==> src/rtl/run_detect_ctrl_if.sv <==
// Config, control and serial-stream bundle for the run detector sequencer.
// The host (master) drives requests and bits; the detector (slave) returns status.
interface run_detect_ctrl_if #(
  parameter int MAXLEN = 8,
  parameter int CNT_W  = 8
);
  localparam int LEN_W = $clog2(MAXLEN + 1);

  logic             cfg_valid;
  logic             cfg_ready;
  logic [LEN_W-1:0] cfg_len;
  logic [1:0]       cfg_pol;
  logic [CNT_W-1:0] cfg_limit;
  logic             start;
  logic             abort;
  logic             done_ack;
  logic             x_valid;
  logic             x;
  logic             y;
  logic             busy;
  logic             done;
  logic [CNT_W-1:0] match_cnt;

  modport master (
    output cfg_valid, cfg_len, cfg_pol, cfg_limit,
    output start, abort, done_ack, x_valid, x,
    input  cfg_ready, y, busy, done, match_cnt
  );

  modport slave (
    input  cfg_valid, cfg_len, cfg_pol, cfg_limit,
    input  start, abort, done_ack, x_valid, x,
    output cfg_ready, y, busy, done, match_cnt
  );
endinterface

==> src/rtl/run_detect_ctrl.sv <==
// Programmable sequencer around a Mealy overlapping run detector: IDLE/RUN/DONE
// control, clamped run-length config, polarity select and a saturating match count.
module run_detect_ctrl #(
  parameter int MAXLEN = 8,
  parameter int CNT_W  = 8
) (
  input logic              clk,
  input logic              rst,
  run_detect_ctrl_if.slave bus
);
  localparam int LEN_W = $clog2(MAXLEN + 1);

  typedef enum logic [1:0] {
    ST_IDLE = 2'b00,
    ST_RUN  = 2'b01,
    ST_DONE = 2'b10
  } state_t;

  // Clamp the programmed length into [2, MAXLEN].
  function automatic logic [LEN_W-1:0] clamp_len(input logic [LEN_W-1:0] l);
    if (l < LEN_W'(2)) begin
      return LEN_W'(2);
    end else if (l > LEN_W'(MAXLEN)) begin
      return LEN_W'(MAXLEN);
    end else begin
      return l;
    end
  endfunction

  // A polarity of "detect nothing" is treated as "detect both".
  function automatic logic [1:0] norm_pol(input logic [1:0] p);
    if (p == 2'b00) begin
      return 2'b11;
    end else begin
      return p;
    end
  endfunction

  state_t           state_r;
  state_t           state_s;
  logic [LEN_W-1:0] len_r;
  logic [1:0]       pol_r;
  logic [CNT_W-1:0] limit_r;
  logic [LEN_W-1:0] run_cnt_r;
  logic             last_bit_r;
  logic [CNT_W-1:0] match_cnt_r;
  logic             cfg_ready_r;
  logic             busy_r;
  logic             done_r;

  logic             same_s;
  logic             pol_ok_s;
  logic             y_s;
  logic [LEN_W-1:0] run_next_s;
  logic [CNT_W-1:0] match_inc_s;
  logic             limit_hit_s;
  logic             start_fire_s;
  logic             bit_fire_s;

  // Run tracking, match flag and counter arithmetic.
  always_comb begin
    same_s       = 1'b0;
    pol_ok_s     = 1'b0;
    y_s          = 1'b0;
    run_next_s   = LEN_W'(1);
    match_inc_s  = match_cnt_r;
    limit_hit_s  = 1'b0;
    start_fire_s = 1'b0;
    bit_fire_s   = 1'b0;

    same_s   = (run_cnt_r != LEN_W'(0)) && (bus.x == last_bit_r);
    pol_ok_s = bus.x ? pol_r[0] : pol_r[1];

    if (same_s) begin
      if (run_cnt_r >= len_r) begin
        run_next_s = len_r;
      end else begin
        run_next_s = run_cnt_r + LEN_W'(1);
      end
    end else begin
      run_next_s = LEN_W'(1);
    end

    if (&match_cnt_r) begin
      match_inc_s = match_cnt_r;
    end else begin
      match_inc_s = match_cnt_r + CNT_W'(1);
    end

    // Widened compare so a saturated counter can never alias the limit.
    limit_hit_s = (limit_r != CNT_W'(0)) &&
                  (({1'b0, match_cnt_r} + (CNT_W + 1)'(1)) == {1'b0, limit_r});

    bit_fire_s   = (state_r == ST_RUN) && bus.x_valid && !bus.abort;
    start_fire_s = (state_r == ST_IDLE) && bus.start && !bus.abort;
    y_s          = bit_fire_s && same_s &&
                   (run_cnt_r >= (len_r - LEN_W'(1))) && pol_ok_s;
  end

  // Next-state selection; abort dominates every other request.
  always_comb begin
    state_s = state_r;
    case (state_r)
      ST_IDLE: begin
        if (bus.abort) begin
          state_s = ST_IDLE;
        end else if (bus.start) begin
          state_s = ST_RUN;
        end else begin
          state_s = ST_IDLE;
        end
      end
      ST_RUN: begin
        if (bus.abort) begin
          state_s = ST_IDLE;
        end else if (y_s && limit_hit_s) begin
          state_s = ST_DONE;
        end else begin
          state_s = ST_RUN;
        end
      end
      ST_DONE: begin
        if (bus.abort || bus.done_ack) begin
          state_s = ST_IDLE;
        end else begin
          state_s = ST_DONE;
        end
      end
      default: begin
        state_s = ST_IDLE;
      end
    endcase
  end

  // State register plus status flags registered from the next state.
  always_ff @(posedge clk) begin
    if (rst) begin
      state_r     <= ST_IDLE;
      cfg_ready_r <= 1'b1;
      busy_r      <= 1'b0;
      done_r      <= 1'b0;
    end else begin
      state_r     <= state_s;
      cfg_ready_r <= (state_s == ST_IDLE);
      busy_r      <= (state_s == ST_RUN);
      done_r      <= (state_s == ST_DONE);
    end
  end

  // Configuration registers, writable only while idle.
  always_ff @(posedge clk) begin
    if (rst) begin
      len_r   <= LEN_W'(3);
      pol_r   <= 2'b11;
      limit_r <= CNT_W'(0);
    end else if ((state_r == ST_IDLE) && bus.cfg_valid) begin
      len_r   <= clamp_len(bus.cfg_len);
      pol_r   <= norm_pol(bus.cfg_pol);
      limit_r <= bus.cfg_limit;
    end else begin
      len_r   <= len_r;
      pol_r   <= pol_r;
      limit_r <= limit_r;
    end
  end

  // Run history and match counter; held on invalid bits, in DONE and on abort.
  always_ff @(posedge clk) begin
    if (rst) begin
      run_cnt_r   <= LEN_W'(0);
      last_bit_r  <= 1'b0;
      match_cnt_r <= CNT_W'(0);
    end else if (start_fire_s) begin
      run_cnt_r   <= LEN_W'(0);
      last_bit_r  <= 1'b0;
      match_cnt_r <= CNT_W'(0);
    end else if (bit_fire_s) begin
      run_cnt_r   <= run_next_s;
      last_bit_r  <= bus.x;
      match_cnt_r <= y_s ? match_inc_s : match_cnt_r;
    end else begin
      run_cnt_r   <= run_cnt_r;
      last_bit_r  <= last_bit_r;
      match_cnt_r <= match_cnt_r;
    end
  end

  assign bus.y         = y_s;
  assign bus.cfg_ready = cfg_ready_r;
  assign bus.busy      = busy_r;
  assign bus.done      = done_r;
  assign bus.match_cnt = match_cnt_r;

endmodule

==> src/flat_wrapper.sv <==
// flat-port wrapper written by rule: the top's interface ports become plain ports
module run_detect_ctrl_flat 
#(
  parameter int MAXLEN = 8,
  parameter int CNT_W  = 8
)
  (clk, rst, bus_cfg_valid, bus_cfg_len, bus_cfg_pol, bus_cfg_limit, bus_start, bus_abort, bus_done_ack, bus_x_valid, bus_x, bus_cfg_ready, bus_y, bus_busy, bus_done, bus_match_cnt);
  run_detect_ctrl_if #(.MAXLEN(MAXLEN), .CNT_W(CNT_W)) bus_i ();
  input logic clk;
  input logic rst;
  input wire logic [$bits(bus_i.cfg_valid)-1:0] bus_cfg_valid;
  input wire logic [$bits(bus_i.cfg_len)-1:0] bus_cfg_len;
  input wire logic [$bits(bus_i.cfg_pol)-1:0] bus_cfg_pol;
  input wire logic [$bits(bus_i.cfg_limit)-1:0] bus_cfg_limit;
  input wire logic [$bits(bus_i.start)-1:0] bus_start;
  input wire logic [$bits(bus_i.abort)-1:0] bus_abort;
  input wire logic [$bits(bus_i.done_ack)-1:0] bus_done_ack;
  input wire logic [$bits(bus_i.x_valid)-1:0] bus_x_valid;
  input wire logic [$bits(bus_i.x)-1:0] bus_x;
  output wire logic [$bits(bus_i.cfg_ready)-1:0] bus_cfg_ready;
  output wire logic [$bits(bus_i.y)-1:0] bus_y;
  output wire logic [$bits(bus_i.busy)-1:0] bus_busy;
  output wire logic [$bits(bus_i.done)-1:0] bus_done;
  output wire logic [$bits(bus_i.match_cnt)-1:0] bus_match_cnt;
  assign bus_i.cfg_valid = bus_cfg_valid;
  assign bus_i.cfg_len = bus_cfg_len;
  assign bus_i.cfg_pol = bus_cfg_pol;
  assign bus_i.cfg_limit = bus_cfg_limit;
  assign bus_i.start = bus_start;
  assign bus_i.abort = bus_abort;
  assign bus_i.done_ack = bus_done_ack;
  assign bus_i.x_valid = bus_x_valid;
  assign bus_i.x = bus_x;
  assign bus_cfg_ready = bus_i.cfg_ready;
  assign bus_y = bus_i.y;
  assign bus_busy = bus_i.busy;
  assign bus_done = bus_i.done;
  assign bus_match_cnt = bus_i.match_cnt;
  run_detect_ctrl #(.MAXLEN(MAXLEN), .CNT_W(CNT_W)) u_core (.clk(clk), .rst(rst), .bus(bus_i));
endmodule
==> config.mk <==
export PLATFORM = sky130hd
export DESIGN_NAME = run_detect_ctrl_flat
export DESIGN_NICKNAME = d
export VERILOG_FILES = /design/src/rtl/run_detect_ctrl_if.sv /design/src/rtl/run_detect_ctrl.sv /design/src/flat_wrapper.sv
export SDC_FILE = /design/constraint.sdc
export NUM_CORES = 1
export LEC_CHECK = 0
export CAP_MARGIN = 0
export CORE_MARGIN = 2
export CORE_UTILIZATION = 35
export CTS_BUF_LIST = sky130_fd_sc_hd__clkbuf_2
export DETAILED_ROUTE_END_ITERATION = 10
export SYNTH_ARGS = -nofsm -noshare
export SYNTH_HDL_FRONTEND = slang
export SYNTH_SLANG_ARGS = --single-unit
==> constraint.sdc <==
create_clock -name clk -period 2.6 [get_ports clk]
set_input_delay 0.52 -clock clk [delete_from_list [all_inputs] [get_ports clk]]
set_output_delay 0.52 -clock clk [all_outputs]
set_load 0.02 [all_outputs]
==> flow_metrics.py <==
metrics = {
    "synth": {
        "syn_nets": 268,
        "netlist_top_cells_area": "dfxtp_1, ha_1, a21oi_1, nand2_1, nor2_1",
        "yosysSeqAreaShare_pct": 33.64,
        "synth_top_area_cell": "dfxtp_1",
        "syn_area_sq_um": 1904,
        "syn_area_per_cell_sq_um": 8.138,
        "synth_edf_count": 0,
        "async_flop_share_pct": 0,
        "synth_cells": 234,
        "ys_seq_elements": 32,
        "yosysWarnings": 0,
        "yosys.cell_types.count": 50,
        "synth_top_area_share_pct": 33.64,
        "synth_flop_cell": "dfxtp_1",
    },
    "routing": {
        "wl_per_cell_um": 13.69,
        "vias": 1878,
        "drc": 0,
        "drt-initial-drc-count": 116,
        "ant_nets": 0,
        "routed_via_density": 5.217,
        "wl_um": 4927,
        "dr.pass1.iters": 4,
    },
    "final_layout": {
        "register_area_sq_um": 645.6,
        "mostFrequentLayoutCell": "clkdlybuf4s50_1",
        "area_growth_pct": 35.35,
        "drive_gt1_share_pct": 17.59,
        "fillers": 512,
        "antennaDiodeCount": 0,
        "design_area_sq_um": 2577,
        "num-nets-final": 323,
        "multi_input_area_sq_um": 1231,
        "final_cell_mix": "clkdlybuf4s50_1, dfxtp_1, nand2_1",
    },
    "sta": {
        "timing.final.ws_setup_ns": -0.1967,
        "tightest_slew_ns": 0.6360,
        "timing.hold.ws_ns": 0.4838,
        "rsz0062_at_grt": "true",
        "period_needed_ns": 2.797,
        "setup_violations": 10,
        "fin_setup_tns_ns": -0.8849,
        "slew_violations": 0,
        "max_freq_mhz": 357.6,
        "post-route-period-util_pct": 107.6,
        "relSlewSlack_pct": 57.42,
        "finClkSkew_ns": 0.01660,
        "finalHoldViolCount": 0,
    },
    "power": {
        "p_total_mw": 0.9324,
        "vdd_drop_max_mv": 0.2736,
        "power.density_nw_per_um2": 361.8,
        "leakagePower_nw": 0.9724,
    },
    "grt": {
        "grt_pass1_vias": 1765,
        "grt-ovfl-total": 0,
        "grt_max_degree": 15,
        "grt_pass1_wl_um": 8128,
        "grt_usage_pct": 16.90,
        "antenna_found_initial": 0,
    },
    "status": {
        "violations": "negative setup slack",
        "status": "complete, but fails checks",
    },
    "floorplanning": {
        "floorplan.core_area_sq_um": 5172,
        "dieHeight_um": 77.76,
        "io_pins": 34,
        "die_width_um": 77.76,
        "row_count": 26,
        "dieArea_sq_um": 6047,
        "initial_utilization_pct": 36.82,
    },
    "worst_setup_path": {
        "cp-start-kind": "register",
        "endpoint_kind": "output port",
        "critPathRequiredTime_ns": 2.08,
        "crit_start": "u_core.len_r[1]$_SDFFE_PP1P_",
        "crit-reg2reg-launch": "u_core.len_r[1]$_SDFFE_PP1P_",
        "cp_max_fo": 3,
        "crit_type": "reg -> out",
        "cp.arrival_ns": 2.28,
    },
    "cts": {
        "cts_inserted_buffers": 5,
        "cts_tree": "built",
        "clockBufferDepth": 2,
        "cts_hold_buf": 0,
        "cts.clk_slew.worst_paths_ns": 0.18,
        "cts.sinks": 32,
        "clockRootBuffer": "clkbuf_2",
        "insertion_delay_ns": 0.39,
        "htreeDepth": 2,
    },
    "place": {
        "post_dp_cell_area_sq_um": 2422,
        "gp_congestion": 0.7936,
        "place_hpwl_um": 3581,
        "pre_cts_ws_ns": -0.4464,
        "portBuffers": 33,
    },
    "worst_hold_path": {
        "hold_start": "u_core.limit_r[0]$_SDFFE_PP0P_",
        "hold_class": "reg -> reg",
    },
    "flow_run": {
        "maxCapViolCount": 0,
    },
}
==> worst max-delay path, cell delays in order, from the launching register on <==
cell and delay (ns):
dfxtp_2 0.39, inv_2 0.05, ha_4 0.15, xnor2_2 0.12, ha_1 0.30, o21a_1 0.12
nor2_1 0.04, or4b_4 0.51, inv_2 0.08, buf_6 0.11
==> synthesized netlist by cell type, types with 3 or more instances <==
library cell  count
xnor2_1           6
o21ai_0          11
o211ai_1          3
a21oi_1          26
o31ai_1           3
nor2_1           16
dfxtp_1          32
mux2i_1           3
a211oi_1          3
and2_1            5
a31oi_1           5
inv_1            12
and3_1            3
nand3_1           7
nor4_1            4
nor3_1            4
ha_1             12
xor2_1            5
nor3b_1           3
nand2_1          29
or4_1             3
clkbuf_1          6
==> cell families after synthesis <==
group                    share of synthesized area [%]
flip-flops                                       33.64
AND/OR/NAND/NOR                                  24.51
buffers and inverters                            4.598
adder cells (fa/ha/maj)                          7.884
AO/OA/AOI/OAI                                    22.14
multiplexers                                     2.168
XOR/XNOR                                         5.059
==> metal layers <==
layer  wire (um)  vias up  track usage (%)
li1            -      966                -
met1        2323      856            21.58
met2        2272       46            28.19
met3         202       10            3.140
met4         129        0            6.250
met5           0        -                0
==> sequential cells by signal, indices dropped and copies added, names as in the netlist <==
| signal | count |
|---|---|
| u_core.state_r | 2 |
| u_core.run_cnt_r | 4 |
| u_core.len_r | 4 |
| u_core.bus.cfg_ready | 1 |
| u_core.bus.busy | 1 |
| u_core.last_bit_r | 1 |
| u_core.limit_r | 8 |
| u_core.pol_r | 2 |
| u_core.bus.match_cnt | 8 |
| u_core.bus.done | 1 |
==> per-stage QoR <==
step | utilization [%] | instances
finish | 49.83 | 360
global placement | 46.83 | 347
floorplan | - | 234
CTS | 47.90 | 356
global route | 49.83 | 360
detailed placement | 46.83 | 347
==> worst paths after layout <==
| path | end | slack, ns | cells past startpoint |
|---|---|---|---|
| hold reg to reg | u_core.limit_r[0]$_SDFFE_PP0P_ | 0.48 | 2 |
| setup / recovery | bus_y | -0.20 | 9 |
| setup reg to reg | u_core.bus.match_cnt[3]$_SDFFE_PP0P_ | -0.14 | 12 |
| hold / removal | u_core.limit_r[0]$_SDFFE_PP0P_ | 0.48 | 2 |
==> timing repair <==
| action | CTS | global route |
|---|---|---|
| setup endpoints to repair | 4 | 8 |
| resized for setup | 12 | 14 |
| pin swaps | 2 | 1 |
| buffers inserted | 1 | 4 |
| endpoints found under the hold margin | 0 | 0 |
==> area by class of cell <==
| cell class | count | share of cell area (%) |
|---|---|---|
| multi-input combinational | 181 | 47.77 |
| tap | 70 | 3.398 |
| inverter | 12 | 1.845 |
| clock inverter | 2 | 0.4369 |
| clock buffer | 6 | 1.165 |
| sequential | 32 | 25.05 |
| timing repair buffer | 57 | 20.34 |
==> report_power, final <==
group | switching (mW) | internal, mW
clock | 0.187 | 0.0671
combinational | 0.0743 | 0.0827
sequential | 0.0149 | 0.507
(Power assumes the default switching activity.)
